**config.mk**
```make
export PLATFORM = sky130hd
export DESIGN_NAME = maze_xin_merge
export DESIGN_NICKNAME = d
export VERILOG_FILES = /design/src/rtl/maze_pkt_pkg.sv /design/src/rtl/maze_rr_pick.sv /design/src/rtl/maze_xin_merge.sv
export SDC_FILE = /design/constraint.sdc
export NUM_CORES = 1
export LEC_CHECK = 0
export BUFFER_PORTS_ARGS = -buffer_cell sky130_fd_sc_hd__buf_2
export CAP_MARGIN = 20
export CELL_PAD_IN_SITES_DETAIL_PLACEMENT = 0
export CELL_PAD_IN_SITES_GLOBAL_PLACEMENT = 2
export CORE_MARGIN = 4
export CORE_UTILIZATION = 28
export DETAILED_ROUTE_END_ITERATION = 6
export MAX_ROUTING_LAYER = met4
export PLACE_DENSITY = 0.9
export SETUP_SLACK_MARGIN = 0.1
export SKIP_LAST_GASP = 1
export SLEW_MARGIN = 20
export SYNTH_ARGS = -nofsm -noshare
export SYNTH_HDL_FRONTEND = slang
export SYNTH_SLANG_ARGS = --single-unit
```
**constraint.sdc**
```tcl
create_clock -name clk -period 5.6 [get_ports clk]
set_input_delay 0.84 -clock clk [delete_from_list [all_inputs] [get_ports clk]]
set_output_delay 0.84 -clock clk [all_outputs]
set_load 0.02 [all_outputs]
```
**src/rtl/maze_pkt_pkg.sv**
```systemverilog
// Shared packet layout and helpers for the maze merge stage.
package maze_pkt_pkg;

    localparam int PKT_W    = 23;
    localparam int TYPE_MSB = 22;
    localparam int TYPE_LSB = 21;
    localparam int QOS_BIT  = 20;
    localparam int SRC_MSB  = 19;
    localparam int SRC_LSB  = 14;
    localparam int TGT_MSB  = 13;
    localparam int TGT_LSB  = 8;
    localparam int DATA_MSB = 7;
    localparam int DATA_LSB = 0;

    typedef struct packed {
        logic [1:0] ptype;
        logic       qos;
        logic [5:0] src;
        logic [5:0] tgt;
        logic [7:0] data;
    } pkt_t;

    // Which arbitration class (if any) wins this cycle.
    typedef enum logic [1:0] {
        CLS_NONE = 2'd0,
        CLS_HI   = 2'd1,
        CLS_LO   = 2'd2
    } grant_cls_e;

    // Round-robin pointer advance: lane + 1, wrapping at n.
    function automatic logic [2:0] wrap_inc(input logic [2:0] v, input int unsigned n);
        if (32'(v) + 32'd1 >= n) return '0;
        else                     return v + 3'd1;
    endfunction

endpackage

```
**src/rtl/maze_rr_pick.sv**
```systemverilog
// Round-robin picker: first asserted request at or after start, wrapping.
module maze_rr_pick #(
    parameter int N  = 7,
    parameter int PW = 3
) (
    input  logic [N-1:0]  req,
    input  logic [PW-1:0] start,
    output logic [N-1:0]  gnt,
    output logic [PW-1:0] idx,
    output logic          any
);

    int unsigned lane;

    // Ascending search from start, first hit wins.
    always_comb begin
        gnt  = '0;
        idx  = '0;
        any  = 1'b0;
        lane = 0;
        for (int unsigned k = 0; k < N; k++) begin
            lane = 32'(start) + k;
            if (lane >= N) lane = lane - N;
            if (!any && req[lane]) begin
                any       = 1'b1;
                gnt[lane] = 1'b1;
                idx       = PW'(lane);
            end
        end
    end

endmodule

```
**src/rtl/maze_xin_merge.sv**
```systemverilog
// QoS-aware round-robin merge of N_LANE input lanes into one registered stream.
module maze_xin_merge #(
    parameter int N_LANE     = 7,
    parameter int PKT_W      = 23,
    parameter int STARVE_LIM = 4
) (
    input  logic                    clk,
    input  logic                    rst,
    input  logic [N_LANE-1:0]       in_vld,
    output logic [N_LANE-1:0]       in_rdy,
    input  logic [N_LANE*PKT_W-1:0] in_pkt,
    output logic                    out_vld,
    input  logic                    out_rdy,
    output logic [PKT_W-1:0]        out_pkt,
    output logic [2:0]              out_lane,
    output logic                    starve_evt
);

    import maze_pkt_pkg::*;

    logic [N_LANE-1:0] hi_req, lo_req, hi_gnt, lo_gnt;
    logic [2:0]        hi_idx, lo_idx, sel_idx;
    logic              hi_any, lo_any;
    logic              slot_free, force_lo;
    grant_cls_e        cls;

    logic              out_vld_q, out_vld_d;
    logic [PKT_W-1:0]  out_pkt_q, out_pkt_d;
    logic [2:0]        out_lane_q, out_lane_d;
    logic [2:0]        ptr_hi_q, ptr_hi_d;
    logic [2:0]        ptr_lo_q, ptr_lo_d;
    logic [3:0]        starve_cnt_q, starve_cnt_d;

    // Split valid lanes into QoS classes from each packet's qos bit.
    always_comb begin
        hi_req = '0;
        lo_req = '0;
        for (int unsigned i = 0; i < N_LANE; i++) begin
            hi_req[i] = in_vld[i] &  in_pkt[i*PKT_W + QOS_BIT];
            lo_req[i] = in_vld[i] & ~in_pkt[i*PKT_W + QOS_BIT];
        end
    end

    maze_rr_pick #(.N(N_LANE), .PW(3)) u_pick_hi (
        .req   (hi_req),
        .start (ptr_hi_q),
        .gnt   (hi_gnt),
        .idx   (hi_idx),
        .any   (hi_any)
    );

    maze_rr_pick #(.N(N_LANE), .PW(3)) u_pick_lo (
        .req   (lo_req),
        .start (ptr_lo_q),
        .gnt   (lo_gnt),
        .idx   (lo_idx),
        .any   (lo_any)
    );

    // Class select: hi wins unless the starvation guard forces a lo grant.
    always_comb begin
        slot_free = !out_vld_q || out_rdy;
        force_lo  = lo_any && (starve_cnt_q == 4'(STARVE_LIM));
        cls       = CLS_NONE;
        if (!rst && slot_free) begin
            if (hi_any && !force_lo) cls = CLS_HI;
            else if (lo_any)         cls = CLS_LO;
        end
    end

    // Grant, pointer, starvation counter and output register next state.
    always_comb begin
        in_rdy       = '0;
        starve_evt   = 1'b0;
        sel_idx      = '0;
        ptr_hi_d     = ptr_hi_q;
        ptr_lo_d     = ptr_lo_q;
        starve_cnt_d = starve_cnt_q;
        out_vld_d    = out_vld_q;
        out_pkt_d    = out_pkt_q;
        out_lane_d   = out_lane_q;

        case (cls)
            CLS_HI: begin
                in_rdy   = hi_gnt;
                sel_idx  = hi_idx;
                ptr_hi_d = wrap_inc(hi_idx, N_LANE);
            end
            CLS_LO: begin
                in_rdy     = lo_gnt;
                sel_idx    = lo_idx;
                ptr_lo_d   = wrap_inc(lo_idx, N_LANE);
                starve_evt = force_lo;
            end
            default: ;
        endcase

        // Counter is frozen while the output is stalled.
        if (slot_free) begin
            if (!lo_any || cls == CLS_LO)
                starve_cnt_d = '0;
            else if (cls == CLS_HI && starve_cnt_q != 4'(STARVE_LIM))
                starve_cnt_d = starve_cnt_q + 4'd1;
        end

        if (cls != CLS_NONE) begin
            out_vld_d  = 1'b1;
            out_pkt_d  = in_pkt[32'(sel_idx)*PKT_W +: PKT_W];
            out_lane_d = sel_idx;
        end else if (out_rdy) begin
            out_vld_d  = 1'b0;
        end
    end

    // State registers with synchronous reset.
    always_ff @(posedge clk) begin
        if (rst) begin
            out_vld_q    <= 1'b0;
            out_pkt_q    <= '0;
            out_lane_q   <= '0;
            ptr_hi_q     <= '0;
            ptr_lo_q     <= '0;
            starve_cnt_q <= '0;
        end else begin
            out_vld_q    <= out_vld_d;
            out_pkt_q    <= out_pkt_d;
            out_lane_q   <= out_lane_d;
            ptr_hi_q     <= ptr_hi_d;
            ptr_lo_q     <= ptr_lo_d;
            starve_cnt_q <= starve_cnt_d;
        end
    end

    assign out_vld  = out_vld_q;
    assign out_pkt  = out_pkt_q;
    assign out_lane = out_lane_q;

endmodule
```
== Word-level counts from Yosys, hierarchy flattened ==
Index checks and enable logic that the tools add are counted.

* Register bits after elaboration: 37
* Bits in latches: 0
* Bits in writable memories: 0
* ROM bits: 0
* Output and inout bits: 35
* Word-level logic and storage cells: 296
* Memories: 0

* Add/sub/neg operators: 31
* Multipliers: 1
* Divide/modulo/power cells: 0
* Order comparisons: 44
* Equality and inequality tests: 4
* Shift operators: 1
* Multiplexer cells: 124
* Bitwise operators: 33
* Reductions and logical operators: 52

{| class="wikitable"
|+ Operators with widths
! operator !! count
|-
| 32-bit by 1-bit >= comparator with 1-bit output, second input constant || 14
|-
| 32-bit by 4-bit < comparator with 1-bit output, second input constant || 14
|-
| 32-bit two-way mux || 14
|-
| 32-bit by 3-bit >= comparator with 1-bit output, second input constant || 12
|-
| 32-bit by 3-bit subtractor with 32-bit output, second input constant || 12
|-
| 161-bit by 9-bit variable part select with 23-bit output || 1
|-
| 7-bit two-way mux || 14
|-
| 7-bit OR || 12
|-
| 3-bit two-way mux || 16
|-
| 1-bit two-way mux || 45
|-
| 1-bit binary-select mux with 3-bit select || 14
|-
| 1-bit demux with 3-bit select || 14
|-
| 1-bit logical AND || 30
|-
| 3-bit by 3-bit adder with 4-bit output, second input constant || 6
|-
| 3-bit by 1-bit adder with 4-bit output, second input constant || 4
|-
| 3-bit by 2-bit adder with 4-bit output, second input constant || 4
|-
| 1-bit logical NOT || 16
|-
| 1-bit AND || 14
|-
| 7-bit case mux with 2 select lines || 1
|-
| 4-bit by 3-bit >= comparator with 1-bit output, second input constant || 2
|-
| 3-bit by 5-bit multiplier with 8-bit output, second input constant || 1
|-
| 4-bit two-way mux || 2
|-
| 3-bit by 3-bit subtractor with 4-bit output, second input constant || 2
|-
| 1-bit NOT || 7
|-
| other kinds (12) || 19
|}

== Logic depth before layout (Yosys ltp) ==
* Word-level depth: 32
* Gate-level depth with buffers: 28
* Gate-level depth less buffers: 21

== Modules after synthesis ==
From an unflattened synthesis, not the netlist that was laid out.

* Cell total of the unflattened synthesis: 1187
* Area, all modules: 8478.1 µm²

{| class="wikitable"
|+ By module, submodules not included
! module !! instances !! cells each !! area an instance (µm²)
|-
| maze_rr_pick || 2 || 399 || 2702.6
|-
| maze_xin_merge || 1 || 389 || 3072.9
|}

== Least setup slack after synthesis ==
Ideal clock, no wire load.

* Path type: register -> output
* Start point: register ptr_lo_q[1]
* End point: output in_rdy[0]
* Arrival time: 4.778 ns
* Required time: 4.760 ns
* Path slack: -0.018 ns
* Cell stages (with the launch flop): 21
* Path buffers: 5
* Path through: dfxtp_1 > clkbuf_1 > buf_1 > inv_1 > ha_1 > inv_1 > fa_1 > buf_2 > mux2_2 > a211oi_1 > a22oi_1 > o211ai_2 > and2_1 > buf_6 > and2_1 > nand2_1 > o21ai_0 > nand3b_1 > ha_1 > clkbuf_1 > a21boi_0

* Longest elaborated chain between the ends: 30
* Elaborated cells on any way between the ends: 117
* Classes of those cells: add/sub (13); order compare (21); eq/ne (2); mux (53); bitwise (6); reduce/logical (22)

{| class="wikitable"
|+ RTL lines
! item !! line !! text
|-
| start, declared || maze_xin_merge.sv:31 || <nowiki>logic [2:0] ptr_lo_q, ptr_lo_d;</nowiki>
|-
| start signal, assigned || maze_xin_merge.sv:129 || <nowiki>ptr_lo_q <= ptr_lo_d;</nowiki>
|-
| parallel branches: the longest is 29 deep, another holds 32-bit by 3-bit subtractor with 32-bit output || -- ||
|-
| 7-bit case mux with 2 select lines (*) || maze_xin_merge.sv:83 || <nowiki>case (cls)</nowiki>
|-
| end, declared || maze_xin_merge.sv:10 || <nowiki>output logic [N_LANE-1:0] in_rdy,</nowiki>
|}

Every way passes the cells marked *. The select of a mux whose other input is x is not followed.

== Worst setup path after layout ==
Same ends and word-level chain as after synthesis.

==> summary.txt <==
Power
  • PwrDens: 436 nW/um^2
  • Maximum VDD drop: 0.194 mV
  • Leak pwr: 4.56 nW

Detailed routing
  • Initial DRC Count: 781
  • DRT Wirelength: 34300 um
  • Detailed-router iteration count before antenna repair: 5
  • Wire per inst: 20.8 um
  • Via density per instance: 5.70
  • Post-route DRC: 0
  • Vias: 9426
  • Antenna Violating Nets Remaining: 0

Synthesis
  • Syn avg cell area: 7.48 sq um
  • Largest family of logic cells by synthesized area: compound AO/OA/AOI/OAI gates
  • YS warnings: 0
  • Number of synthesized flops with an enable pin: 0
  • Synth Area in Adders: 8.42%
  • Primary FF master, synth: dfxtp_1
  • Netlist cell types: 99
  • Compound-gate portion of the synthesized area: 30.9%
  • Cell taking the most area after synthesis: mux2i_1
  • Mapped Nets: 1279
  • Cell count after synthesis: 1056
  • Synth top area cells: mux2i_1 (14%), dfxtp_1 (9.4%), ha_1 (7.9%), nor2_1 (4.5%), nand2b_1 (4.1%)
  • Synth Register Bits: 37
  • Simple-Gate Fraction of Synth Area: 25.3%
  • Mapped cell area: 7900 sq um
  • Post-synthesis mux area share: 15.4%
  • Yosys top cell area share: 13.7%
  • Async SR Flop Fraction: 0%
  • Sequential fraction of the synthesis area: 9.37%
  • XOR/XNOR share of the synthesized area: 3.78%

Floorplanning
  • Die Y: 176 um
  • Core area: 27800 sq um
  • Die area: 31000 sq um
  • I/O pins: 206
  • Site row count: 61
  • Initial cell density of the core: 28.4%
  • Horiz. Die Dim: 176 um

STA
  • Tightest Pin Transition: 871 ps
  • Final hold vios: 0
  • RSZ-0062 raised after global routing: yes
  • Max Fclk: 188 MHz
  • Headroom to the max-slew limit: 41.8%
  • Setup violators final: 0
  • Layout Skew: 18.2 ps
  • Worst hold slack: 503 ps
  • Final period utilization: 94.8%
  • Final Worst Setup Slack: 293 ps
  • Fin crit period: 5310 ps
  • Final Max Slew Viols: 0
  • Setup_tns: 0 ps

Global route
  • Largest net degree at the start of global routing: 29
  • First-pass GRT wire length: 51800 um
  • Antenna violations before repair: 2
  • Vias in the first global route: 9149
  • Overall routing resource usage: 21.6%
  • Total grt overflow: 0

Clocking
  • Root buffer cell: clkbuf_16
  • Hold buffer count at CTS: 0
  • CTS buffer count: 5
  • Clock H-tree levels: 2
  • Clock tree buffer depth: 2
  • CTS clk-pin slew, worst paths: 70 ps
  • # clock sinks: 37
  • Clk Latency, worst-skew pair: 300 ps
  • CTS tree: built

Place
  • Hpwl dp: 28100 um
  • Gpl congestion: 0.993
  • PortBufs: 205
  • Post-Place Cells: 1643
  • Setup WS pre-CTS: 250 ps

Min path
  • Hold WC Path Type: register to register

Finish
  • Share of cells above drive strength 1: 28.1%
  • Area delta synth->final: 25.1%
  • Finished Layout Cells: 1654
  • Utilization after layout: 35.6%
  • Layout fillers: 3012
  • Final nets: 1496

Worst setup path
  • Worst EP arrival: 4470 ps
  • Worst-path fanout max: 7
  • Worst setup SP type: register
  • Required @ worst endpoint: 4760 ps
  • Critical path class: register to output pin
  • Crit. End Element: output pin

Flow run
  • Max Cap Viol: 0

Outcome
  • Outcome: completed
[stage by stage]
step	instance area (sq um)	total power, W
6_report	9890	0.00431
5_1_grt	9890	0.00461
4_1_cts	9810	0.00424
3_5_place_dp	9630	0.00386
3_3_place_gp	9630	0.00384
2_1_floorplan	7900	0.00285
[cell type report]
| cell class | instances | area, sq um | area share (%) |
|---|---|---|---|
| Antenna cell | 2 | 5.00 | 0.0506 |
| Clock buffer | 5 | 125 | 1.27 |
| Clock inverter | 3 | 43.8 | 0.443 |
| Inverter | 39 | 150 | 1.52 |
| Multi-Input combinational cell | 907 | 6720 | 67.9 |
| Sequential cell | 37 | 744 | 7.53 |
| Tap cell | 378 | 473 | 4.78 |
| Timing Repair Buffer | 283 | 1630 | 16.5 |
[placed cells by master, fill, tap and decap left out, types with 10 or more instances in the layout]
cell type / Yosys / routed
inv_1: 38 / 36
o22ai_1: 11 / 11
nand2b_1: 52 / 52
a211oi_1: 11 / 11
xnor2_1: 13 / 13
o21ai_0: 43 / 40
a211o_1: 27 / 27
nor3_1: 35 / 33
a21oi_1: 44 / 43
nand3_1: 29 / 29
a22oi_1: 10 / 10
xor2_1: 10 / 10
buf_4: 1 / 76
nand2_1: 86 / 86
ha_1: 50 / 43
o221ai_1: 10 / 10
mux2i_1: 108 / 107
nor2_1: 94 / 94
dfxtp_1: 37 / 34
buf_2: 24 / 205
nor2b_1: 16 / 16
a22o_1: 21 / 21
[critical path, cell delays in order, from the launching register on]
cell and delay, ps:
dfxtp_2 360, inv_1 90, ha_1 230, inv_1 80
fa_2 490, nor2_1 170, a21oi_1 90, or4_1 550
o211ai_2 110, buf_4 190, or3_1 170, nor2_1 90
a222oi_1 440, o311ai_0 290, o31ai_1 450, a21boi_0 180
buf_2 200
[cell families (layout without fill, tap and decap cells)]
kind of cell / after synthesis / count (layout)
buffers and inverters: 112 / 330
other: 0 / 2
AO/OA/AOI/OAI: 321 / 321
flip-flops: 37 / 37
XOR/XNOR: 29 / 29
AND/OR/NAND/NOR: 387 / 387
adder cells (fa/ha/maj): 52 / 52
multiplexers: 118 / 118
[final timing paths]
kind,start,endpoint,slack [ps],depth (start not counted)
max reg2reg,ptr_hi_q[1],out_pkt[16],480,18
min reg2reg,out_lane[0],out_lane[0],500,2
min,out_lane[0],out_lane[0],500,2
max,ptr_lo_q[1],in_rdy[0],290,16
[where the power goes]
| group | leakage [nW] | switching, W | internal (W) |
|---|---|---|---|
| Clock | 0.0842 | 0.000134 | 0.000211 |
| Combinational | 4.17 | 0.00214 | 0.00142 |
| Sequential | 0.305 | 0.0000644 | 0.000337 |
[flip-flops by register name (all words and copies together), names as in the netlist]
name          flops
ptr_lo_q          3
starve_cnt_q      4
out_vld           1
out_pkt          23
out_lane          3
ptr_hi_q          3
[synth_stat cells (9+ instances only)]
library cell / count
o221ai_1: 10
buf_2: 24
a21boi_0: 10
dfxtp_1: 37
a22oi_1: 10
o31ai_1: 9
a21oi_1: 44
a211o_1: 27
clkbuf_1: 33
nor2b_1: 16
nor3_1: 35
buf_6: 11
ha_1: 50
a32oi_1: 9
xnor2_1: 13
mux2i_1: 108
nand3_1: 29
o22ai_1: 11
xor2_1: 10
o21a_1: 9
a22o_1: 21
o21ai_0: 43
nand2_1: 86
nand2b_1: 52
nor2_1: 94
and2_1: 9
a211oi_1: 11
or3_1: 9
inv_1: 38
[metal layers]
layer  vias to the layer above  GRT usage [%]  share of wire [%]
met1                      4415           26.8                 41
met5                         -              -                  0
met4                         0           9.81                4.9
met2                       506           34.4                 46
li1                       4427              -                  -
met3                        78           3.83                8.5
[what timing repair did]
item | CTS | global route
setup endpoints to repair | 5 | 30
setup buffers | 1 | 0
hold endpoints to repair | 0 | 0
gates resized for setup | 3 | 25
pin swaps | 1 | 0
(Power assumes the default switching activity.)
